### src/rtl/stage_sequencer.sv
// stage_sequencer: game-flow FSM (title -> stage -> result -> shop -> next stage / game-over / win),
// score and money accumulation, shop purchase arbitration. Optional STAGE_SKIP_EN adds skipKey.
module stage_sequencer #(
  parameter int          NUM_LEVELS     = 4,
  parameter logic [19:0] TARGET_BASE    = 20'd500,
  parameter logic [19:0] TARGET_STEP    = 20'd300,
  parameter int          RESULT_SECONDS = 3
) (
  input  logic        clk,
  input  logic        reset,
  input  logic        oneSecPulse,
  input  logic        startKey,
  input  logic        shopDoneKey,
  input  logic        stageEnded,
  input  logic        stagePassed,
  input  logic [19:0] scoreIncrease,
  input  logic        purchaseReq,
  input  logic [19:0] purchaseCost,
`ifdef STAGE_SKIP_EN
  input  logic        skipKey,
`endif
  output logic        stageEnable,
  output logic [2:0]  levelIndex,
  output logic [19:0] score,
  output logic [19:0] money,
  output logic [19:0] target,
  output logic [2:0]  gameState,
  output logic        purchaseAck,
  output logic        purchaseDenied
);

  localparam int TW = $clog2(RESULT_SECONDS + 2);

  typedef enum logic [2:0] {
    S_IDLE      = 3'd0,
    S_LOAD      = 3'd1,
    S_PLAY      = 3'd2,
    S_RESULT    = 3'd3,
    S_SHOP      = 3'd4,
    S_GAME_OVER = 3'd5,
    S_WIN       = 3'd6
  } state_t;

  state_t        r_state;
  logic          r_stage_enable;
  logic [2:0]    r_level;
  logic [19:0]   r_score;
  logic [19:0]   r_money;
  logic [TW-1:0] r_timer;
  logic          r_ack;
  logic          r_deny;

  state_t        w_state_next;
  logic [2:0]    w_level_next;
  logic [19:0]   w_score_next;
  logic [19:0]   w_money_next;
  logic [TW-1:0] w_timer_next;
  logic          w_ack_next;
  logic          w_deny_next;
  logic          w_passed;
  logic          w_skip;
  logic          w_last;
  logic [20:0]   w_score_sum;
  logic [20:0]   w_money_sum;
  logic [19:0]   w_target;

`ifdef STAGE_SKIP_EN
  assign w_skip = skipKey;
`else
  assign w_skip = 1'b0;
`endif

  assign w_target    = TARGET_BASE + 20'(r_level) * TARGET_STEP;
  assign w_last      = (r_level == 3'(NUM_LEVELS - 1));
  assign w_score_sum = {1'b0, r_score} + {1'b0, scoreIncrease};
  assign w_money_sum = {1'b0, r_money} + {1'b0, scoreIncrease};

  always_comb begin
    w_state_next = r_state;
    w_level_next = r_level;
    w_score_next = r_score;
    w_money_next = r_money;
    w_timer_next = r_timer;
    w_ack_next   = 1'b0;
    w_deny_next  = 1'b0;
    w_passed     = 1'b0;
    case (r_state)
      S_IDLE, S_GAME_OVER, S_WIN: begin
        if (startKey) begin
          w_score_next = '0;
          w_money_next = '0;
          w_level_next = '0;
          w_state_next = S_LOAD;
        end
      end
      S_LOAD: w_state_next = S_PLAY;
      S_PLAY: begin
        // A skip ends the stage as passed without crediting that cycle's score.
        if (w_skip) begin
          w_passed = 1'b1;
        end else if (scoreIncrease != '0) begin
          w_score_next = w_score_sum[20] ? 20'hFFFFF : w_score_sum[19:0];
          w_money_next = w_money_sum[20] ? 20'hFFFFF : w_money_sum[19:0];
        end
        if (!w_skip && stageEnded)
          w_passed = stagePassed || (w_score_next >= w_target);
        if (w_skip || stageEnded) begin
          if (w_passed && w_last) begin
            w_state_next = S_WIN;
          end else if (w_passed) begin
            w_state_next = S_RESULT;
            w_timer_next = TW'(RESULT_SECONDS);
          end else begin
            w_state_next = S_GAME_OVER;
          end
        end
      end
      S_RESULT: begin
        if (oneSecPulse) begin
          if (r_timer <= TW'(1)) begin
            w_timer_next = '0;
            w_state_next = S_SHOP;
          end else begin
            w_timer_next = r_timer - TW'(1);
          end
        end
      end
      S_SHOP: begin
        // A purchase wins over a simultaneous leave request, which is dropped.
        if (purchaseReq) begin
          if (r_money >= purchaseCost) begin
            w_money_next = r_money - purchaseCost;
            w_ack_next   = 1'b1;
          end else begin
            w_deny_next  = 1'b1;
          end
        end else if (shopDoneKey) begin
          w_level_next = r_level + 3'd1;
          w_state_next = S_LOAD;
        end
      end
      default: w_state_next = S_IDLE;
    endcase
  end

  always_ff @(posedge clk or posedge reset) begin
    if (reset) begin
      r_state        <= S_IDLE;
      r_stage_enable <= 1'b0;
      r_level        <= '0;
      r_score        <= '0;
      r_money        <= '0;
      r_timer        <= '0;
      r_ack          <= 1'b0;
      r_deny         <= 1'b0;
    end else begin
      r_state        <= w_state_next;
      r_stage_enable <= (w_state_next == S_PLAY);
      r_level        <= w_level_next;
      r_score        <= w_score_next;
      r_money        <= w_money_next;
      r_timer        <= w_timer_next;
      r_ack          <= w_ack_next;
      r_deny         <= w_deny_next;
    end
  end

  assign stageEnable    = r_stage_enable;
  assign levelIndex     = r_level;
  assign score          = r_score;
  assign money          = r_money;
  assign target         = w_target;
  assign gameState      = r_state;
  assign purchaseAck    = r_ack;
  assign purchaseDenied = r_deny;

endmodule

### config.mk
export PLATFORM = sky130hd
export DESIGN_NAME = stage_sequencer
export DESIGN_NICKNAME = d
export VERILOG_FILES = /design/src/rtl/stage_sequencer.sv
export SDC_FILE = /design/constraint.sdc
export NUM_CORES = 1
export LEC_CHECK = 0
export CAP_MARGIN = 30
export CORE_MARGIN = 2
export CORE_UTILIZATION = 45
export CTS_BUF_LIST = sky130_fd_sc_hd__clkbuf_16
export DETAILED_ROUTE_END_ITERATION = 7
export GPL_ROUTABILITY_DRIVEN = 0
export HOLD_SLACK_MARGIN = 0.06
export PLACE_DENSITY = 0.7
export SETUP_SLACK_MARGIN = 0.4
export SKIP_LAST_GASP = 1
export SLEW_MARGIN = 0
export SYNTH_ARGS = -nofsm -noshare
export SYNTH_HDL_FRONTEND = slang
export SYNTH_SLANG_ARGS = --single-unit
### constraint.sdc
create_clock -name clk -period 8.2 [get_ports clk]
set_input_delay 1.64 -clock clk [delete_from_list [all_inputs] [get_ports clk]]
set_output_delay 1.64 -clock clk [all_outputs]
set_load 0.01 [all_outputs]
# Word-level counts from Yosys, hierarchy flattened
# Index checks and enable logic that the tools add are counted.
[word_totals]
out_inout_bits = 69
reg_bits = 52
[op_classes]
n_eq_ne = 18
order_cmp = 3
muxes = 37
mul = 1
add_sub_neg = 6
reduce_logical = 13
[ops]
columns = ["operator", "n"]
rows = [
  ["20-bit 2-to-1 mux", 8],
  ["20-bit one-hot mux with 3 select lines", 1],
  ["3-bit 2-to-1 mux", 16],
  ["20-bit by 20-bit adder with 21-bit output", 2],
  ["20-bit one-hot mux with 2 select lines", 1],
  ["20-bit by 13-bit greater-or-equal comparator with 1-bit output", 1],
  ["20-bit greater-or-equal comparator", 1],
  ["2-bit != test, second input constant", 10],
  ["20-bit nonzero test", 1],
  ["20-bit subtractor", 1],
  ["3-bit one-hot mux with 5 select lines", 1],
  ["9-bit by 12-bit adder with 13-bit output, first input constant", 1],
  ["3-bit by 2-bit equality test with 1-bit output, second input constant", 4],
  ["3-bit one-hot mux with 2 select lines", 2],
  ["3-bit by 7-bit multiplier with 10-bit output, second input constant", 1],
  ["5-bit AND reduction", 2],
  ["3-bit equality test, second input constant", 3],
  ["1-bit 2-to-1 mux", 8],
  ["2-bit nonzero test", 3],
  ["4-bit AND reduction", 1],
  ["3-bit by 1-bit adder with 3-bit output, second input constant", 1],
  ["3-bit by 1-bit equality test with 1-bit output, second input constant", 1],
  ["3-bit by 1-bit less-or-equal comparator with 1-bit output, second input constant", 1],
  ["3-bit logical NOT", 1],
  ["other kinds (6)", 6],
]

# Logic depth before layout (Yosys ltp)
# Gate-level depths: netlist of the first run.
[logic_depth]
depth_word = 13
depth_mapped = 19
mapped_depth_nobuf = 18

# Worst setup path before layout of the first run
# OpenSTA, ideal clock, no wires.
[synth_path]
path_type = "input to register"
startpoint = "input scoreIncrease[0]"
endpoint = "register r_state[1] (netlist: gameState[1])"
required_ps = 8071
arrival_ps = 5815
path_stages = 19
path_buffers = 1
setup_time_ps = 129
path_slack_ps = 2257
path_cell_list = "ha_1 > fa_1 > a211oi_1 > o211a_1 > nor3_1 > a221oi_2 > o21a_1 > clkbuf_1 > a31oi_1 > ha_1 > a21o_1 > a21o_1 > a211oi_1 > o21ai_1 > a221o_1 > a211o_1 > nor4_2 > and3_2 > a31oi_1"
[synth_via]
elab_chain_cells = 12
word_cells_on_any_way = 14
cone_classes = "add/sub: 1; order compare: 1; mux: 9; reduce/logical: 3"
[synth_lines]
columns = ["element", "line_no", "text"]
rows = [
  ["start, declared", "16", "input logic [19:0] scoreIncrease,"],
  ["20-bit by 20-bit adder with 21-bit output", "75", "assign w_score_sum = {1'b0, r_score} + {1'b0, scoreIncrease};"],
  ["20-bit 2-to-1 mux", "102", "w_score_next = w_score_sum[20] ? 20'hFFFFF : w_score_sum[19:0];"],
  ["20-bit 2-to-1 mux (*)", "101", "end else if (scoreIncrease != '0) begin"],
  ["20-bit 2-to-1 mux (*)", "87", "case (r_state)"],
  ["20-bit by 13-bit greater-or-equal comparator with 1-bit output (*)", "106", "w_passed = stagePassed || (w_score_next >= w_target);"],
  ["1-bit logical OR (*)", "106", ""],
  ["1-bit 2-to-1 mux (*)", "105", "if (!w_skip && stageEnded)"],
  ["1-bit 2-to-1 mux (*)", "87", ""],
  ["3-bit 2-to-1 mux or 1-bit logical AND (tied branches)", "110, 108", ""],
  ["3-bit 2-to-1 mux (*)", "108", "if (w_passed && w_last) begin"],
  ["3-bit 2-to-1 mux (*)", "107", "if (w_skip || stageEnded) begin"],
  ["3-bit one-hot mux with 5 select lines (*)", "87", ""],
  ["net w_state_next[1]", "53", "state_t w_state_next;"],
  ["end signal, assigned", "157", "r_state <= w_state_next;"],
  ["end, declared", "44", "state_t r_state;"],
]
# The timed path passes the listed nets; every way through them passes the cells marked *. The select of a mux whose other input is x is not followed.
# A chain may end at the register's enable or synchronous reset.

# Worst setup path in the final report of the first run
# Same ends and word-level chain as after synthesis.

==> results of run 1 <==
-- where the power goes --
part	internal, mW	total (mW)	switching [mW]
sequential	0.356	0.505	0.149
combinational	0.888	1.93	1.05
clock	0.144	0.245	0.101
-- metrics by stage --
stage          hold WS, ns  instance area, um2  power, mW  setup WS (ns)
2_1_floorplan        0.515                6380       1.88           2.26
3_3_place_gp         0.545                7550       2.41           1.46
3_5_place_dp         0.554                7550       2.42           1.40
4_1_cts              0.577                7710       2.68           1.70
5_1_grt              0.606                7710       2.95           1.35
6_report             0.569                7710       2.68           1.68
-- flip-flops by register name (all words and copies together), names as in the netlist --
name and count:
purchaseAck 1, score 20, gameState 3, r_timer 3, stageEnable 1, purchaseDenied 1, money 20, levelIndex 3
-- placed cells by master, fill, tap and decap left out, drive strengths merged, types with 21 or more instances in the layout --
master and count:
nand2 75, a31oi 24, xnor2 38, a21oi 50
nor2 56, nor3 21, a21o 21, inv 57
clkdlybuf4s50 107, ha 82, o21ai 62, dfrtp 52
-- final cells by class --
| type | instances | area, um2 | area share, % |
|---|---|---|---|
| Clock buffer | 5 | 125 | 1.62 |
| Tap cell | 180 | 225 | 2.92 |
| Multi-Input combinational cell | 669 | 4700 | 60.9 |
| Timing Repair Buffer | 112 | 1110 | 14.4 |
| Clock inverter | 3 | 42.5 | 0.551 |
| Sequential cell | 52 | 1300 | 16.9 |
| Inverter | 57 | 214 | 2.77 |
-- routing by layer --
| metal | part of all wire, % | up-vias |
|---|---|---|
| li1 | - | 3136 |
| met2 | 46 | 180 |
| met3 | 4.4 | 20 |
| met4 | 1.7 | 0 |
| met1 | 47 | 2733 |
| met5 | 0 | - |
-- cell families (layout without fill, tap and decap cells) --
| family | Yosys count | in the layout |
|---|---|---|
| simple gates | 238 | 238 |
| xor+xnor | 57 | 57 |
| mux | 4 | 4 |
| other cells | 1 | 9 |
| fa+ha+maj | 86 | 86 |
| buf+inv | 87 | 177 |
| compound gates | 275 | 275 |
| flops | 52 | 52 |
-- critical path, stage by stage --
cell and delay (ns):
clkdlybuf4s50_1 0.46, ha_1 0.26, fa_1 0.43, a211oi_1 0.29
o211a_1 0.22, nor3_1 0.09, a221oi_2 0.33, o21a_1 0.45
a31oi_1 0.19, ha_1 0.32, a21o_1 0.18, a21o_1 0.17
a211oi_1 0.21, o21ai_1 0.10, a221o_1 0.32, a211o_1 0.32
nor4_2 0.29, and3_2 0.30, a31oi_1 0.11
-- worst paths after layout --
path                            slack (ns)             start       endpoint  cells past startpoint
max in group asynchronous             5.88             reset  levelIndex[1]                      3
worst min register to register        0.57         money[17]      money[17]                      2
min in group asynchronous             1.86             reset      money[18]                      3
worst max register to register        3.07          score[0]   gameState[1]                     18
worst min-delay path                  0.57         money[17]      money[17]                      2
worst max-delay path                  1.68  scoreIncrease[0]   gameState[1]                     19
==> results.sh, run 1 <==
export IMPL_status="finished, final reports clean"
export IMPL_synth_flop_cell="dfrtp_1"
export IMPL_ant_nets=0
export IMPL_synth_area_leaders="dfrtp_1 21%, ha_1 16%, xnor2_1 5.2%"
export IMPL_grt_pass1_vias=5854
export IMPL_rsz0062_at_grt="no"
export IMPL_synth_edf_count=0
export IMPL_clk_latency_ns=0.30
export IMPL_cp_start_kind="input pin"
export IMPL_wirelength_um=17200
export IMPL_setup_viol=0
export IMPL_dr_pass1_iters=5
export IMPL_synth_area_leader_cell="dfrtp_1"
export IMPL_worstPathMaxFanout=12
export IMPL_skew_ns=0.00443
export IMPL_max_cap_violations=0
export IMPL_use_met1_pct=32.1
export IMPL_vias=6069
export IMPL_wl_per_cell_um=15.9
export IMPL_port_buffer_count=107
export IMPL_drt_iter0_markers=372
export IMPL_synth_top_area_share_pct=20.5
export IMPL_criticalPathCategory="in2reg"
export IMPL_synth_compound_area_share_pct=29.4
export IMPL_clock_sinks=52
export IMPL_final_max_slew_viol_count=0
export IMPL_cts_root_buf="clkbuf_16"
export IMPL_die_w_um=123
export IMPL_final_fill_count=1331
export IMPL_synth_xor_area_share_pct=7.87
export IMPL_numPlacedInstances=1070
export IMPL_fp_row_count=43
export IMPL_yosysSeqAreaShare_pct=20.5
export IMPL_endpoint_kind="flip-flop"
export IMPL_grt_use_met2_pct=40.3
export IMPL_cp_arrival_ns=6.69
export IMPL_antenna_cells=0
export IMPL_ir_drop_uv=134
export IMPL_fin_crit_ns=6.52
export IMPL_synthArstFlopShare_pct=100
export IMPL_cts_buffer_depth=2
export IMPL_final_hold_viol_count=0
export IMPL_busiest_layer="met2"
export IMPL_cp_required_ns=8.38
export IMPL_fin_tns_setup_ns=0
export IMPL_cts_max_level=2
export IMPL_ys_warn_count=0
export IMPL_drc=0
export IMPL_grt_max_degree=53
export IMPL_syn_area_um2=6350
export IMPL_avgSynthCellArea_um2=7.93
export IMPL_synthAdderAreaFrac_pct=17.4
export IMPL_grt_util_met3_pct=2.42
export IMPL_p_per_area_nw_per_um2=348
export IMPL_yosysMostFrequentCell="ha_1"
export IMPL_cts_resized_gates=0
export IMPL_antenna_found_initial=0
export IMPL_final_cells=1078
export IMPL_synth_distinct_cells=72
export IMPL_worstMarginPinSlew_ns=0.892
export IMPL_start_util_pct=45.9
export IMPL_leakage_nw=3.49
export IMPL_synth_mux_area_share_pct=0.631
export IMPL_design_core_area_um2=13800
export IMPL_fin_crit_sh_pct=79.5
export IMPL_via_per_inst=5.63
export IMPL_grt_pass1_wl_um=28700
export IMPL_grt_use_total_pct=23.6
export IMPL_post_cts_setup_buffers=0
export IMPL_cts_tree="done"
export IMPL_ys_ff_latch=52
export IMPL_yosys_top_cells_count="82 x ha_1, 75 x nand2_1, 56 x inv_1"
export IMPL_grt_overflow=0
export IMPL_die_height_um=123
export IMPL_layout_drive_gt1_share_pct=3.56
export IMPL_clkSlewWorstSetupHoldPaths_ns=0.07
export IMPL_max_freq_mhz=153
export IMPL_yosys_area_share_simple_pct=18.1
export IMPL_synthCells=800
export IMPL_post_dp_hpwl_um=13800
export IMPL_hold_buffers=0
export IMPL_max_slew_margin_rel_pct=40.5
export IMPL_syn_to_final_growth_pct=21.6
export IMPL_min_path_type="reg2reg"
export IMPL_io_pin_count=117
export IMPL_nets=1031
export IMPL_cts_made_buffers=5
export IMPL_synth_top_family_by_area="compound AO/OA/AOI/OAI gates"
export IMPL_utilization_pct=55.8
export IMPL_dieArea_um2=15100
Power figures use the tool's default switching activity.
==> inputs of run 2 (changes only) <==
PLACE_DENSITY = 0.73   (was 0.7)
clock period = 5.3 ns   (was 8.2 ns; I/O delays follow)
==> results.sh, run 2 (synthesis gave the netlist of run 1 again) <==
export IMPL_wl_per_cell_um=16.0
export IMPL_cts_made_buffers=5
export IMPL_criticalPathCategory="in2reg"
export IMPL_grt_pass1_wl_um=29900
export IMPL_dr_pass1_iters=5
export IMPL_grt_use_total_pct=24.5
export IMPL_ant_nets=0
export IMPL_vias=6384
export IMPL_port_buffer_count=107
export IMPL_max_slew_margin_rel_pct=40.2
export IMPL_nets=1075
export IMPL_clkSlewWorstSetupHoldPaths_ns=0.07
export IMPL_setup_viol=0
export IMPL_design_core_area_um2=13800
export IMPL_final_fill_count=1268
export IMPL_cp_arrival_ns=4.97
export IMPL_clock_sinks=52
export IMPL_cp_required_ns=5.48
export IMPL_grt_max_degree=31
export IMPL_cts_root_buf="clkbuf_16"
export IMPL_endpoint_kind="flip-flop"
export IMPL_final_cells=1122
export IMPL_skew_ns=0.00876
export IMPL_die_height_um=123
export IMPL_final_common_cell="clkdlybuf4s50_1"
export IMPL_cp_start_kind="input pin"
export IMPL_max_freq_mhz=209
export IMPL_drc=0
export IMPL_fin_crit_ns=4.79
export IMPL_layout_drive_gt1_share_pct=11.3
export IMPL_ir_drop_uv=276
export IMPL_wirelength_um=18000
export IMPL_leakage_nw=3.72
export IMPL_die_w_um=123
export IMPL_cts_tree="done"
export IMPL_grt_overflow=0
export IMPL_grt_pass1_vias=6171
export IMPL_start_util_pct=45.9
export IMPL_fin_crit_sh_pct=90.4
export IMPL_min_path_type="reg2reg"
export IMPL_worstPathMaxFanout=5
export IMPL_worstMarginPinSlew_ns=0.889
export IMPL_cts_max_level=2
export IMPL_rsz0062_at_grt="yes"
export IMPL_antenna_found_initial=0
export IMPL_post_dp_hpwl_um=14500
export IMPL_mostFrequentLayoutCells="91 x clkdlybuf4s50_1, 75 x nand2_1, 70 x ha_1"
export IMPL_numPlacedInstances=1102
export IMPL_io_pin_count=117
export IMPL_fp_row_count=43
export IMPL_drt_iter0_markers=453
export IMPL_via_per_inst=5.69
export IMPL_final_max_slew_viol_count=0
export IMPL_total_power_mw=4.55
export IMPL_cts_buffer_depth=2
export IMPL_final_hold_viol_count=0
export IMPL_fin_tns_setup_ns=0
export IMPL_max_cap_violations=0
export IMPL_antenna_cells=0
export IMPL_syn_to_final_growth_pct=29.9
export IMPL_clk_latency_ns=0.30
export IMPL_status="finished, final reports clean"
export IMPL_p_per_area_nw_per_um2=552
export IMPL_dieArea_um2=15100
[run 2: through the flow]
stage	setup WS [ns]	cell area, um2	util (%)	hold slack [ns]
floorplan	0.407	6430	-	0.515
global placement	-0.181	7820	56.6	0.538
global route	0.343	8250	59.6	0.607
detailed placement	-0.256	7840	56.7	0.556
CTS	0.382	8150	59.0	0.579
finish	0.510	8250	59.6	0.580
[run 2: power by group]
| part | total (mW) | switching, mW | internal, mW |
|---|---|---|---|
| clock | 0.346 | 0.166 | 0.180 |
| sequential | 0.793 | 0.243 | 0.550 |
| combinational | 3.41 | 1.75 | 1.66 |
| total | 4.55 | 2.15 | 2.39 |
[run 2: final timing paths]
path	end	startpoint	depth (start not counted)	slack, ns
worst max register to register	gameState[1]	score[0]	19	0.88
worst min-delay path	money[8]	money[8]	2	0.58
max in group asynchronous	score[1]	reset	3	3.67
worst min register to register	money[8]	money[8]	2	0.58
worst max-delay path	gameState[1]	scoreIncrease[0]	20	0.51
min in group asynchronous	purchaseDenied	reset	2	1.10
[run 2: final cells by class]
class,instances,area [um2],area share [%]
multi-input combinational,669,4920,59.6
clock inverter,3,27.5,0.334
clock buffer,5,125,1.52
timing repair buffer,156,1440,17.4
tap,180,225,2.73
sequential,52,1300,15.8
inverter,57,214,2.59
[run 2: critical path, stage by stage]
cell	delay, ns
buf_8	0.10
ha_4	0.15
fa_2	0.39
a211oi_2	0.27
o211a_1	0.23
nor3_4	0.06
a221oi_2	0.30
o21a_2	0.26
buf_6	0.14
a31oi_4	0.09
ha_2	0.20
a21o_1	0.17
a21o_1	0.16
a211oi_2	0.17
o21ai_1	0.08
a221o_1	0.32
a211o_1	0.28
nor4_2	0.19
and3_4	0.27
a31oi_1	0.07
[run 2: what timing repair did]
action / 4_1_cts / 5_1_grt
hold endpoints to repair: 0 / 0
endpoints found under the setup margin: 6 / 6
gates resized for setup: 44 / 9
pin swaps: 29 / 13
buffers inserted: 8 / 4
hold buffers: 0 / 0
cloned: 0 / 0
[run 2: layer usage]
layer | part of all wire, % | up-vias | global-route usage [%]
met4 | 1.4 | 0 | 5.46
li1 | - | 3217 | -
met1 | 45 | 2936 | 33.4
met3 | 5.6 | 21 | 2.23
met2 | 48 | 210 | 42.2
met5 | 0 | - | 0
